$ cat src/rtl/inst_fetch_mod.sv
// rtl/inst_fetch_mod.sv - instruction prefetch FIFO with CB-prefix opcode decode
// Keeps one memory read outstanding while the byte FIFO has room.
module inst_fetch_mod #(
  parameter int unsigned DEPTH    = 4,
  parameter logic [15:0] RESET_PC = 16'h0000
) (
  input  logic        clock,
  input  logic        reset,
  output logic        mem_req,
  output logic [15:0] mem_addr,
  input  logic        mem_ack,
  input  logic [7:0]  mem_rdata,
  output logic        op_valid,
  output logic [8:0]  op_index,
  output logic [15:0] op_pc,
  input  logic        op_take,
  output logic        imm_valid,
  output logic [7:0]  imm_data,
  input  logic        imm_take,
  input  logic        redirect,
  input  logic [15:0] redirect_addr
);
  localparam int unsigned AW = $clog2(DEPTH);
  localparam int unsigned CW = AW + 1;
  localparam logic [CW-1:0] FULL = CW'(DEPTH);

  typedef enum logic [1:0] {IDLE, WAIT, DRAIN} state_t;

  state_t        state_q, state_d;
  logic          mem_req_q, mem_req_d;
  logic [15:0]   mem_addr_q, mem_addr_d;
  logic [15:0]   fetch_addr_q, fetch_addr_d;
  logic [15:0]   head_pc_q, head_pc_d;
  logic [CW-1:0] count_q, count_d;
  logic [AW-1:0] rd_ptr_q, rd_ptr_d;
  logic [AW-1:0] wr_ptr_q, wr_ptr_d;
  logic [7:0]    fifo_q [DEPTH];

  logic [7:0] head_byte;
  logic [7:0] second_byte;
  logic       is_cb;
  logic       push;
  logic [1:0] pop_n;

  assign head_byte   = fifo_q[rd_ptr_q];
  assign second_byte = fifo_q[rd_ptr_q + AW'(1)];
  assign is_cb       = (head_byte == 8'hCB);
  assign imm_valid   = (count_q != '0);
  assign imm_data    = head_byte;
  assign op_valid    = is_cb ? (count_q >= CW'(2)) : imm_valid;
  assign op_index    = is_cb ? {1'b1, second_byte} : {1'b0, head_byte};
  assign op_pc       = head_pc_q;
  assign mem_req     = mem_req_q;
  assign mem_addr    = mem_addr_q;

  always_comb begin
    pop_n        = 2'd0;
    push         = 1'b0;
    state_d      = state_q;
    mem_req_d    = mem_req_q;
    mem_addr_d   = mem_addr_q;
    fetch_addr_d = fetch_addr_q;
    head_pc_d    = head_pc_q;
    count_d      = count_q;
    rd_ptr_d     = rd_ptr_q;
    wr_ptr_d     = wr_ptr_q;

    if (op_take && op_valid) begin
      pop_n = is_cb ? 2'd2 : 2'd1;
    end else if (imm_take && imm_valid) begin
      pop_n = 2'd1;
    end
    push = (state_q == WAIT) && mem_ack && !redirect;

    if (redirect) begin
      count_d      = '0;
      rd_ptr_d     = '0;
      wr_ptr_d     = '0;
      head_pc_d    = redirect_addr;
      fetch_addr_d = redirect_addr;
    end else begin
      count_d   = count_q + CW'(push) - CW'(pop_n);
      rd_ptr_d  = rd_ptr_q + AW'(pop_n);
      wr_ptr_d  = wr_ptr_q + AW'(push);
      head_pc_d = head_pc_q + 16'(pop_n);
      if (push) fetch_addr_d = fetch_addr_q + 16'd1;
    end

    // Reissue decisions look at the post-edge count so a push never overflows.
    case (state_q)
      IDLE: begin
        if (!redirect && (count_q < FULL)) begin
          mem_req_d  = 1'b1;
          mem_addr_d = fetch_addr_q;
          state_d    = WAIT;
        end
      end
      WAIT: begin
        if (mem_ack) begin
          if (!redirect && (count_d < FULL)) begin
            mem_addr_d = fetch_addr_q + 16'd1;
          end else begin
            mem_req_d = 1'b0;
            state_d   = IDLE;
          end
        end else if (redirect) begin
          state_d = DRAIN;
        end
      end
      DRAIN: begin
        if (mem_ack) begin
          mem_req_d = 1'b0;
          state_d   = IDLE;
        end
      end
      default: state_d = IDLE;
    endcase
  end

  always_ff @(posedge clock or posedge reset) begin
    if (reset) begin
      state_q      <= IDLE;
      mem_req_q    <= 1'b0;
      mem_addr_q   <= RESET_PC;
      fetch_addr_q <= RESET_PC;
      head_pc_q    <= RESET_PC;
      count_q      <= '0;
      rd_ptr_q     <= '0;
      wr_ptr_q     <= '0;
      for (int i = 0; i < int'(DEPTH); i++) fifo_q[i] <= 8'h00;
    end else begin
      state_q      <= state_d;
      mem_req_q    <= mem_req_d;
      mem_addr_q   <= mem_addr_d;
      fetch_addr_q <= fetch_addr_d;
      head_pc_q    <= head_pc_d;
      count_q      <= count_d;
      rd_ptr_q     <= rd_ptr_d;
      wr_ptr_q     <= wr_ptr_d;
      if (push) fifo_q[wr_ptr_q] <= mem_rdata;
    end
  end
endmodule

$ cat config.mk
export PLATFORM = sky130hd
export DESIGN_NAME = inst_fetch_mod
export DESIGN_NICKNAME = d
export VERILOG_FILES = /design/src/rtl/inst_fetch_mod.sv
export SDC_FILE = /design/constraint.sdc
export NUM_CORES = 1
export LEC_CHECK = 0
export BUFFER_PORTS_ARGS = -buffer_cell sky130_fd_sc_hd__buf_2
export CAP_MARGIN = 20
export CELL_PAD_IN_SITES_DETAIL_PLACEMENT = 0
export CELL_PAD_IN_SITES_GLOBAL_PLACEMENT = 1
export CORE_MARGIN = 2
export CORE_UTILIZATION = 40
export DETAILED_ROUTE_END_ITERATION = 6
export PLACE_DENSITY = 0.82
export SYNTH_ARGS = -nofsm -noshare
export SYNTH_HDL_FRONTEND = slang
export SYNTH_SLANG_ARGS = --single-unit
$ cat constraint.sdc
create_clock -name clock -period 4.25 [get_ports clock]
set_clock_uncertainty 0.1 [all_clocks]
set_input_delay 1.275 -clock clock [delete_from_list [all_inputs] [get_ports clock]]
set_output_delay 1.275 -clock clock [all_outputs]
set_load 0.05 [all_outputs]
==> key figures, run 1 <==
Clock network
  – Clock slew seen by the registers of the worst setup and hold paths: 0.06 ns
  – Clock root buffer: sky130_fd_sc_hd__clkbuf_16
  – Total CTS buffers: 9
  – Clock tree from TritonCTS: done
  – Worst-Skew Late Latency: 0.34 ns
  – Clock Path Buffers: 2
  – Sinks on the clock net: 90
  – Number of buffers inserted by hold repair at cts: 0
  – CTS H-tree lvls: 3

Floorplanning
  – Y dimension of the die: 115 um
  – Full die area: between 10000 and 15000 um2
  – Count of pins on the block boundary: a little over 80
  – Starting utilization of the core area: 41.0%
  – Area of the placeable core: 12000 um2
  – Overall die width: 115 um
  – Standard-cell rows: 40

Global routing
  – Maximum number of pins on one net before global-route repair: 50
  – Initial antenna violation count: 0
  – Overflow left after global routing: 0
  – GRT Total Usage: 17.2%
  – First-pass GRT wire length: ~18 mm
  – Vias in the first global route: 3489

Layout
  – Fraction of final layout cells with drive strength greater than 1: 42.1%
  – Antenna Diode Count: 0
  – Non-filler instance count after layout: between 600 and 700
  – Synthesis-to-layout area growth: 20.3%
  – NumNets Final: 545

Synthesis
  – Proportion of register bits with asynchronous set or reset after synthesis: 100%
  – Leading cell type by number of instances after synthesis: sky130_fd_sc_hd__dfrtp_1
  – Main area contributors after synthesis: sky130_fd_sc_hd__dfrtp_1, sky130_fd_sc_hd__mux2_2, sky130_fd_sc_hd__mux4_2
  – Share of the synthesized area in the top cell type: a little under half
  – Net count of the mapped netlist: ~450
  – Area of the mapped netlist: ~4900 um2
  – Per-instance average area after synthesis: approximately 12 um2
  – Count of mapped cells out of synthesis: 408
  – Cell type contributing the most total cell area after synthesis: sky130_fd_sc_hd__dfrtp_1
  – Count of warnings emitted by yosys: 0
  – Synthesis-stage register bit count: 90
  – Top cells by instance count after synthesis: sky130_fd_sc_hd__dfrtp_1, sky130_fd_sc_hd__mux2_2, sky130_fd_sc_hd__nand2_1, sky130_fd_sc_hd__xnor2_1, sky130_fd_sc_hd__xor2_1
  – Top flip-flop cell by instance count after synthesis: sky130_fd_sc_hd__dfrtp_1
  – Sequential-to-total area share from yosys stat: 45.7%
  – Distinct cells, synth: 41
  – Number of flops mapped to enable cells by yosys: 0

Power
  – Static Leakage: 2.73 nW
  – VDD IR-drop max: 316 uV
  – Power density cells: 711 nW/um2

Timing
  – Fin. max-slew vios: 0
  – Number of endpoints failing setup at the final stage: 0
  – Final period util: 95.3%
  – Max transition margin: around two fifths
  – Timing-limited maximum frequency: 247 MHz
  – Worst hold margin: roughly 0.4 ns
  – Worst-margin pin slew: 0.881 ns
  – Min cycle time layout: between 4 and 5 ns
  – Endpoints failing hold: 0

Routing
  – Final WL: 10.8 mm
  – Number of violations reported at the end of detailed-routing iteration 0: approximately 180
  – Mean routed wirelength per cell: 16.6 um
  – Number of design rule violations left after detail routing: 0
  – Via density per instance: approximately 5.3
  – Total via count in the routed design: 3447
  – Count of TritonRoute iterations in the first routing pass: 4
  – Post-DRT Antenna Nets: 0

Setup path
  – CP startpoint kind: flop
  – Slowest cell on the critical path: sky130_fd_sc_hd__mux4_2
  – Largest delay contributor family on the critical path: multiplexers
  – Critical Path Max Stage Delay: 0.56 ns
  – Worst R2R Setup Slack: 0.20 ns
  – Largest driver fanout on the critical path: 8
  – Cell-by-cell trace of the critical path: buf_8 > mux4_2 > nor2_4 > nand4_4 > or2_4 > inv_2 > nor3b_2 > ha_1 > inv_1 > ha_1 > inv_1 > fa_2 > xor2_4 > nand4_1 > a21oi_4 > clkbuf_16 > mux2_2
  – Startpoint-to-endpoint class of the critical path: reg2reg
  – Critical path endpoint category: flop
  – Sum of buffers and inverters on the critical path: 5
  – Critical path arrival: 4.18 ns
  – Required time at the worst-slack endpoint: roughly 4.4 ns

Placed design
  – RD Place Congestion: 0.831
  – Count of input and output buffers: 81
  – Placed cell count: 631
  – HPWL reported at the end of detailed placement: 8.08 mm

Worst hold path
  – Kind of path behind the tightest hold check: reg2reg

Run
  – Reported max-cap violation count: 0

Outcome
  – Run status: finished, final reports clean
==> timing repair <==
item	CTS	global route
buffers inserted	0	5
endpoints found under the hold margin	0	0
endpoints found under the setup margin	0	21
gates resized for setup	0	6
==> cells by family after synthesis <==
logic type | share of synthesized area, %
xor+xnor | 8.35
compound gates | 4.22
fa+ha+maj | 3.86
simple gates | 10.7
buf+inv | 3.15
mux | 24.0
flops | 45.7
==> where the power goes <==
part	total [mW]	switching [mW]	internal, mW
Clock	0.757	0.314	0.443
Sequential	1.26	0.186	1.08
Combinational	2.19	1.42	0.777
Total	4.21	1.92	2.30
==> final timing paths <==
check | startpoint | cells after the start | endpoint
max | rd_ptr_q[0]$_DFF_PP0_ | 17 | mem_addr[9]$_DFFE_PP0P_
max in group asynchronous | reset | 3 | rd_ptr_q[0]$_DFF_PP0_
max reg2reg | rd_ptr_q[0]$_DFF_PP0_ | 17 | mem_addr[9]$_DFFE_PP0P_
min in group asynchronous | reset | 2 | fifo_q[18]$_DFFE_PP0P_
min reg2reg | mem_addr[10]$_DFFE_PP0P_ | 1 | mem_addr[10]$_DFFE_PP0P_
min | mem_addr[10]$_DFFE_PP0P_ | 1 | mem_addr[10]$_DFFE_PP0P_
==> layout by cell type (no fill, tap or decap), types with 3 or more instances in the layout <==
cell type and n:
sky130_fd_sc_hd__a21o_1 5, sky130_fd_sc_hd__a21oi_1 9, sky130_fd_sc_hd__and3_1 5, sky130_fd_sc_hd__buf_2 81
sky130_fd_sc_hd__buf_4 17, sky130_fd_sc_hd__clkbuf_16 10, sky130_fd_sc_hd__clkbuf_8 3, sky130_fd_sc_hd__clkinv_2 3
sky130_fd_sc_hd__dfrtp_1 89, sky130_fd_sc_hd__ha_1 12, sky130_fd_sc_hd__inv_1 14, sky130_fd_sc_hd__mux2_2 70
sky130_fd_sc_hd__mux4_2 16, sky130_fd_sc_hd__nand2_1 25, sky130_fd_sc_hd__nand3_1 7, sky130_fd_sc_hd__nand4_1 16
sky130_fd_sc_hd__nor2_1 20, sky130_fd_sc_hd__nor2b_1 5, sky130_fd_sc_hd__nor3_1 6, sky130_fd_sc_hd__o21a_1 6
sky130_fd_sc_hd__o21ai_0 9, sky130_fd_sc_hd__xnor2_1 24, sky130_fd_sc_hd__xor2_1 22
==> flip-flops by register name, indices dropped and copies added (netlist names) <==
name and count:
count_q 3, fetch_addr_q 16, fifo_q 32, mem_addr 16, mem_req 1, op_pc 16, rd_ptr_q 2, state_q 2
wr_ptr_q 2
==> cell type report <==
class / instances / area (um2)
tap: 147 / 184
fill: 1103 / 6080
timing repair buffer: 101 / 593
clock inverter: 2 / 10.0
multi-input combinational: 282 / 2550
clock buffer: 14 / 274
sequential: 90 / 2250
inverter: 17 / 65.1
==> routing by layer <==
layer / share of wire [%] / GRT usage (%) / vias to the layer above / wire, um
met4: 0.98 / 3.94 / 0 / 106
met3: 5.5 / 5.43 / 9 / 595
met1: 44 / 21.7 / 1721 / 4740
li1: - / - / 1625 / -
met2: 50 / 29.0 / 92 / 5410
met5: 0 / 0 / - / 0
==> through the flow <==
step	cell area, um2	util, %	worst slack [ns]	setup TNS, ns	power [mW]
2_1_floorplan	4940	-	0.00903	0	2.90
3_3_place_gp	5560	46.3	0.202	0	3.36
3_5_place_dp	5560	46.3	0.0589	0	3.41
4_1_cts	5840	48.6	0.0508	0	4.18
5_1_grt	5930	49.4	-0.00791	-0.0383	4.45
6_report	5930	49.4	0.201	0	4.21
(Power assumes the default switching activity.)
==> inputs of run 2 (changes only) <==
ABC_AREA = 1   (was unset)
CELL_PAD_IN_SITES_DETAIL_PLACEMENT = 1   (was 0)
CORE_UTILIZATION = 38   (was 40)
PLACE_DENSITY = 0.84   (was 0.82)
==> run 2 against run 1 <==
Combinational power increased by 22%. Maximum frequency increased by 1.9%. Largest power group unchanged. Flip-flop and latch count unchanged. Cell count increased by 46%. Sequential power increased by 5%. First-iteration DRC count increased by 48%. Count of clock-buffer cells in the layout decreased by 4. Critical endpoint is now mem_addr[3]$_DFFE_PP0P_.
==> key figures, run 2 <==
Outcome
  – Run status: finished, final reports clean (unchanged)

Routing
  – Via density per instance: 5.29 (was 5.28)
  – Number of violations reported at the end of detailed-routing iteration 0: 269 (was 182)
  – Mean routed wirelength per cell: 17.0 um (was 16.6 um)
  – Post-DRT Antenna Nets: 0 (unchanged)
  – Count of TritonRoute iterations in the first routing pass: 4 (unchanged)
  – Total via count in the routed design: 5051 (was 3447)
  – Final WL: 16.3 mm (was 10.8 mm)
  – Number of design rule violations left after detail routing: 0 (unchanged)

Power
  – Net Sw Frac: 51.8% (was 45.5%)
  – Internal power: 2.39 mW (was 2.30 mW)
  – Relative contribution of combinational cells to total power: 53.9% (was 52.0%)
  – Clock group share of total power: 19.4% (was 18.0%)
  – Seq pwr share: 26.7% (was 30.0%)
  – VDD IR-drop max: 310 uV (was 316 uV)
  – Static Leakage: 3.10 nW (was 2.73 nW)
  – Power density cells: 806 nW/um2 (was 711 nW/um2)
  – Net load switching power: 2.57 mW (was 1.92 mW)

Timing
  – Min cycle time layout: 3.97 ns (was 4.05 ns)
  – Final period util: 93.5% (was 95.3%)
  – Worst hold margin: 0.384 ns (was 0.400 ns)
  – Timing-limited maximum frequency: 252 MHz (was 247 MHz)
  – Final worst setup slack: 0.276 ns (was 0.201 ns)
  – Endpoints failing hold: 0 (unchanged)
  – Fin. max-slew vios: 0 (unchanged)
  – Worst-margin pin slew: 0.644 ns (was 0.881 ns)
  – Max transition margin: 57.0% (was 41.0%)
  – Number of endpoints failing setup at the final stage: 0 (unchanged)

Clock network
  – Number of buffers inserted by hold repair at cts: 0 (unchanged)
  – Clock tree from TritonCTS: done (unchanged)
  – Clock root buffer: sky130_fd_sc_hd__clkbuf_16 (unchanged)
  – Worst-Skew Late Latency: 0.35 ns (was 0.34 ns)
  – Total CTS buffers: 9 (unchanged)
  – Clock Path Buffers: 2 (unchanged)
  – CTS H-tree lvls: 3 (unchanged)
  – Sinks on the clock net: 90 (unchanged)
  – Clock slew seen by the registers of the worst setup and hold paths: 0.07 ns (was 0.06 ns)

Layout
  – NumNets Final: 818 (was 545)
  – Commonest cells after routing, fill and taps aside: sky130_fd_sc_hd__nand2_1, sky130_fd_sc_hd__dfrtp_1, sky130_fd_sc_hd__buf_2 (was sky130_fd_sc_hd__dfrtp_1, sky130_fd_sc_hd__buf_2, sky130_fd_sc_hd__mux2_2)
  – Most frequent standard cell in the layout excluding fill and tap cells: sky130_fd_sc_hd__nand2_1 (was sky130_fd_sc_hd__dfrtp_1)
  – Antenna Diode Count: 0 (unchanged)
  – Max reg flops: 32 (unchanged)
  – Biggest register: fifo_q (unchanged)
  – Fill cell instance count of the final layout: 1696 (was 1103)
  – Fraction of final layout cells with drive strength greater than 1: 18.2% (was 42.1%)
  – Design Area, Final: 6160 um2 (was 5930 um2)
  – Synthesis-to-layout area growth: 18.5% (was 20.3%)

Run
  – Reported max-cap violation count: 0 (unchanged)

Worst hold path
  – Kind of path behind the tightest hold check: reg2reg (unchanged)

Synthesis
  – Leading cell type by number of instances after synthesis: sky130_fd_sc_hd__nand2_1 (was sky130_fd_sc_hd__dfrtp_1)
  – Number of flops mapped to enable cells by yosys: 0 (unchanged)
  – Sequential-to-total area share from yosys stat: 43.3% (was 45.7%)
  – Top flip-flop cell by instance count after synthesis: sky130_fd_sc_hd__dfrtp_1 (unchanged)
  – Count of mapped cells out of synthesis: 694 (was 408)
  – Proportion of register bits with asynchronous set or reset after synthesis: 100% (unchanged)
  – Per-instance average area after synthesis: 7.49 um2 (was 12.1 um2)
  – Count of warnings emitted by yosys: 0 (unchanged)
  – Share of the synthesized area in the top cell type: 43.3% (was 45.7%)
  – Main area contributors after synthesis: sky130_fd_sc_hd__dfrtp_1, sky130_fd_sc_hd__nand2_1, sky130_fd_sc_hd__o21ai_0 (was sky130_fd_sc_hd__dfrtp_1, sky130_fd_sc_hd__mux2_2, sky130_fd_sc_hd__mux4_2)
  – Synthesis-stage register bit count: 90 (unchanged)
  – Net count of the mapped netlist: 738 (was 452)
  – Top cells by instance count after synthesis: sky130_fd_sc_hd__nand2_1, sky130_fd_sc_hd__dfrtp_1, sky130_fd_sc_hd__inv_1, sky130_fd_sc_hd__o21ai_0, sky130_fd_sc_hd__nor2_1 (was sky130_fd_sc_hd__dfrtp_1, sky130_fd_sc_hd__mux2_2, sky130_fd_sc_hd__nand2_1, sky130_fd_sc_hd__xnor2_1, sky130_fd_sc_hd__xor2_1)
  – Distinct cells, synth: 39 (was 41)
  – Cell type contributing the most total cell area after synthesis: sky130_fd_sc_hd__dfrtp_1 (unchanged)
  – Area of the mapped netlist: 5200 um2 (was 4930 um2)

Setup path
  – Slowest cell on the critical path: sky130_fd_sc_hd__dfrtp_1 (was sky130_fd_sc_hd__mux4_2)
  – Largest driver fanout on the critical path: 29 (was 8)
  – Critical path endpoint category: flop (unchanged)
  – Most used cell along the critical path: sky130_fd_sc_hd__nand2_1
  – Startpoint-to-endpoint class of the critical path: reg2reg (unchanged)
  – Critical path arrival: 4.17 ns (was 4.18 ns)
  – Cell-by-cell trace of the critical path: buf_8 > nand2_1 > nand3_1 > nand2_1 > nor2_1 > nand2_1 > nor2_2 > nand2_2 > nand3_1 > nand2_1 > nand2_1 > inv_1 > ha_1 > inv_1 > ha_1 > inv_1 > fa_1 > xnor2_1 > xnor2_1 > o21ai_0 > and2_4 > buf_4 > o211ai_1 > nand2_1 (was buf_8 > mux4_2 > nor2_4 > nand4_4 > or2_4 > inv_2 > nor3b_2 > ha_1 > inv_1 > ha_1 > inv_1 > fa_2 > xor2_4 > nand4_1 > a21oi_4 > clkbuf_16 > mux2_2)
  – CP startpoint kind: flop (unchanged)
  – Critical Path Max Stage Delay: 0.44 ns (was 0.56 ns)
  – Required time at the worst-slack endpoint: 4.44 ns (was 4.38 ns)

Floorplanning
  – Y dimension of the die: 121 um (was 115 um)
  – Overall die width: 121 um (was 115 um)
  – Standard-cell rows: 42 (was 40)
  – Starting utilization of the core area: 39.1% (was 41.0%)
  – Count of pins on the block boundary: 82 (unchanged)
  – Area of the placeable core: 13300 um2 (was 12000 um2)
  – Full die area: 14600 um2 (was 13200 um2)

Placed design
  – HPWL reported at the end of detailed placement: 11.7 mm (was 8.08 mm)
  – Minimum setup slack after placement: 0.141 ns (was 0.0589 ns)
  – RD Place Congestion: 0.886 (was 0.831)
  – Placed Area: 5750 um2 (was 5560 um2)
  – Count of input and output buffers: 81 (unchanged)

Global routing
  – Initial antenna violation count: 0 (unchanged)
  – Maximum number of pins on one net before global-route repair: 36 (was 50)
  – First-pass GRT wire length: 26.1 mm (was 17.7 mm)
  – Vias in the first global route: 5423 (was 3489)
  – Overflow left after global routing: 0 (unchanged)
  – GRT Total Usage: 22.5% (was 17.2%)
==> run 2: kinds of logic after synthesis <==
| logic type | count (synthesis) | synth area share, % |
|---|---|---|
| flops | 90 | 43.3 |
| compound gates | 115 | 12.4 |
| fa+ha+maj | 14 | 3.66 |
| simple gates | 349 | 28.4 |
| buf+inv | 106 | 8.76 |
| xor+xnor | 20 | 3.37 |
==> run 2: repair_timing <==
action / CTS / global route
endpoints found under the setup margin: 0 / 16
resized for setup: 0 / 12
buffers inserted: 0 / 1
==> run 2: final cells by class <==
cell class | count | area [um2] | area share, %
timing repair inverter | 4 | 27.5 | 0.447
tap | 176 | 220 | 3.58
clock buffer | 10 | 239 | 3.88
inverter | 76 | 297 | 4.82
sequential | 90 | 2250 | 36.6
timing repair buffer | 95 | 518 | 8.41
clock inverter | 6 | 114 | 1.85
multi-input combinational | 498 | 2490 | 40.5
==> run 2: stage by stage <==
| step | cells | setup TNS, ns | power [mW] | util, % |
|---|---|---|---|---|
| floorplan | 694 | 0 | 3.28 | - |
| detailed placement | 934 | 0 | 3.92 | 43.3 |
| CTS | 950 | 0 | 4.90 | 45.9 |
| global route | 955 | -0.108 | 5.28 | 46.3 |
| finish | 955 | 0 | 4.96 | 46.3 |
| global placement | 934 | 0 | 3.80 | 43.3 |
==> run 2: metal layers <==
layer	track usage (%)	vias to the layer above	part of all wire, %
li1	-	2388	-
met1	26.1	2511	42
met2	41.6	122	52
met3	3.48	30	3.5
met4	8.21	0	2.2
met5	0	-	0
==> run 2: path summary, 6_finish.rpt <==
path	cells after the start	to	from	slack [ns]
max	24	mem_addr[3]$_DFFE_PP0P_	rd_ptr_q[0]$_DFF_PP0_	0.28
min	2	mem_addr[15]$_DFFE_PP0P_	mem_addr[15]$_DFFE_PP0P_	0.38
max reg2reg	24	mem_addr[3]$_DFFE_PP0P_	rd_ptr_q[0]$_DFF_PP0_	0.28
min reg2reg	2	mem_addr[15]$_DFFE_PP0P_	mem_addr[15]$_DFFE_PP0P_	0.38
max in group asynchronous	3	op_pc[3]$_DFF_PP0_	reset	2.35
min in group asynchronous	2	fifo_q[6]$_DFFE_PP0P_	reset	0.85
==> run 2: worst max-delay path, delay by kind of cell, from the launching register on <==
kind,cells,cell delay (ns)
AOI/OAI and AO/OA,2,0.28
xor gates and xnor gates,2,0.29
adders and majority gates,3,0.81
buffers and inverters,5,0.66
DFF,1,0.44
and+or+nand+nor,12,1.33
==> run 2: power by group through the flow <==
stage	Clock (mW)	Combinational (mW)	Sequential, mW
after CTS	0.967	2.62	1.31
after global placement	0	2.49	1.31
after detailed placement	0	2.60	1.32
final	0.962	2.68	1.32
after floorplan	0	1.67	1.61
after global routing	1.01	2.92	1.35
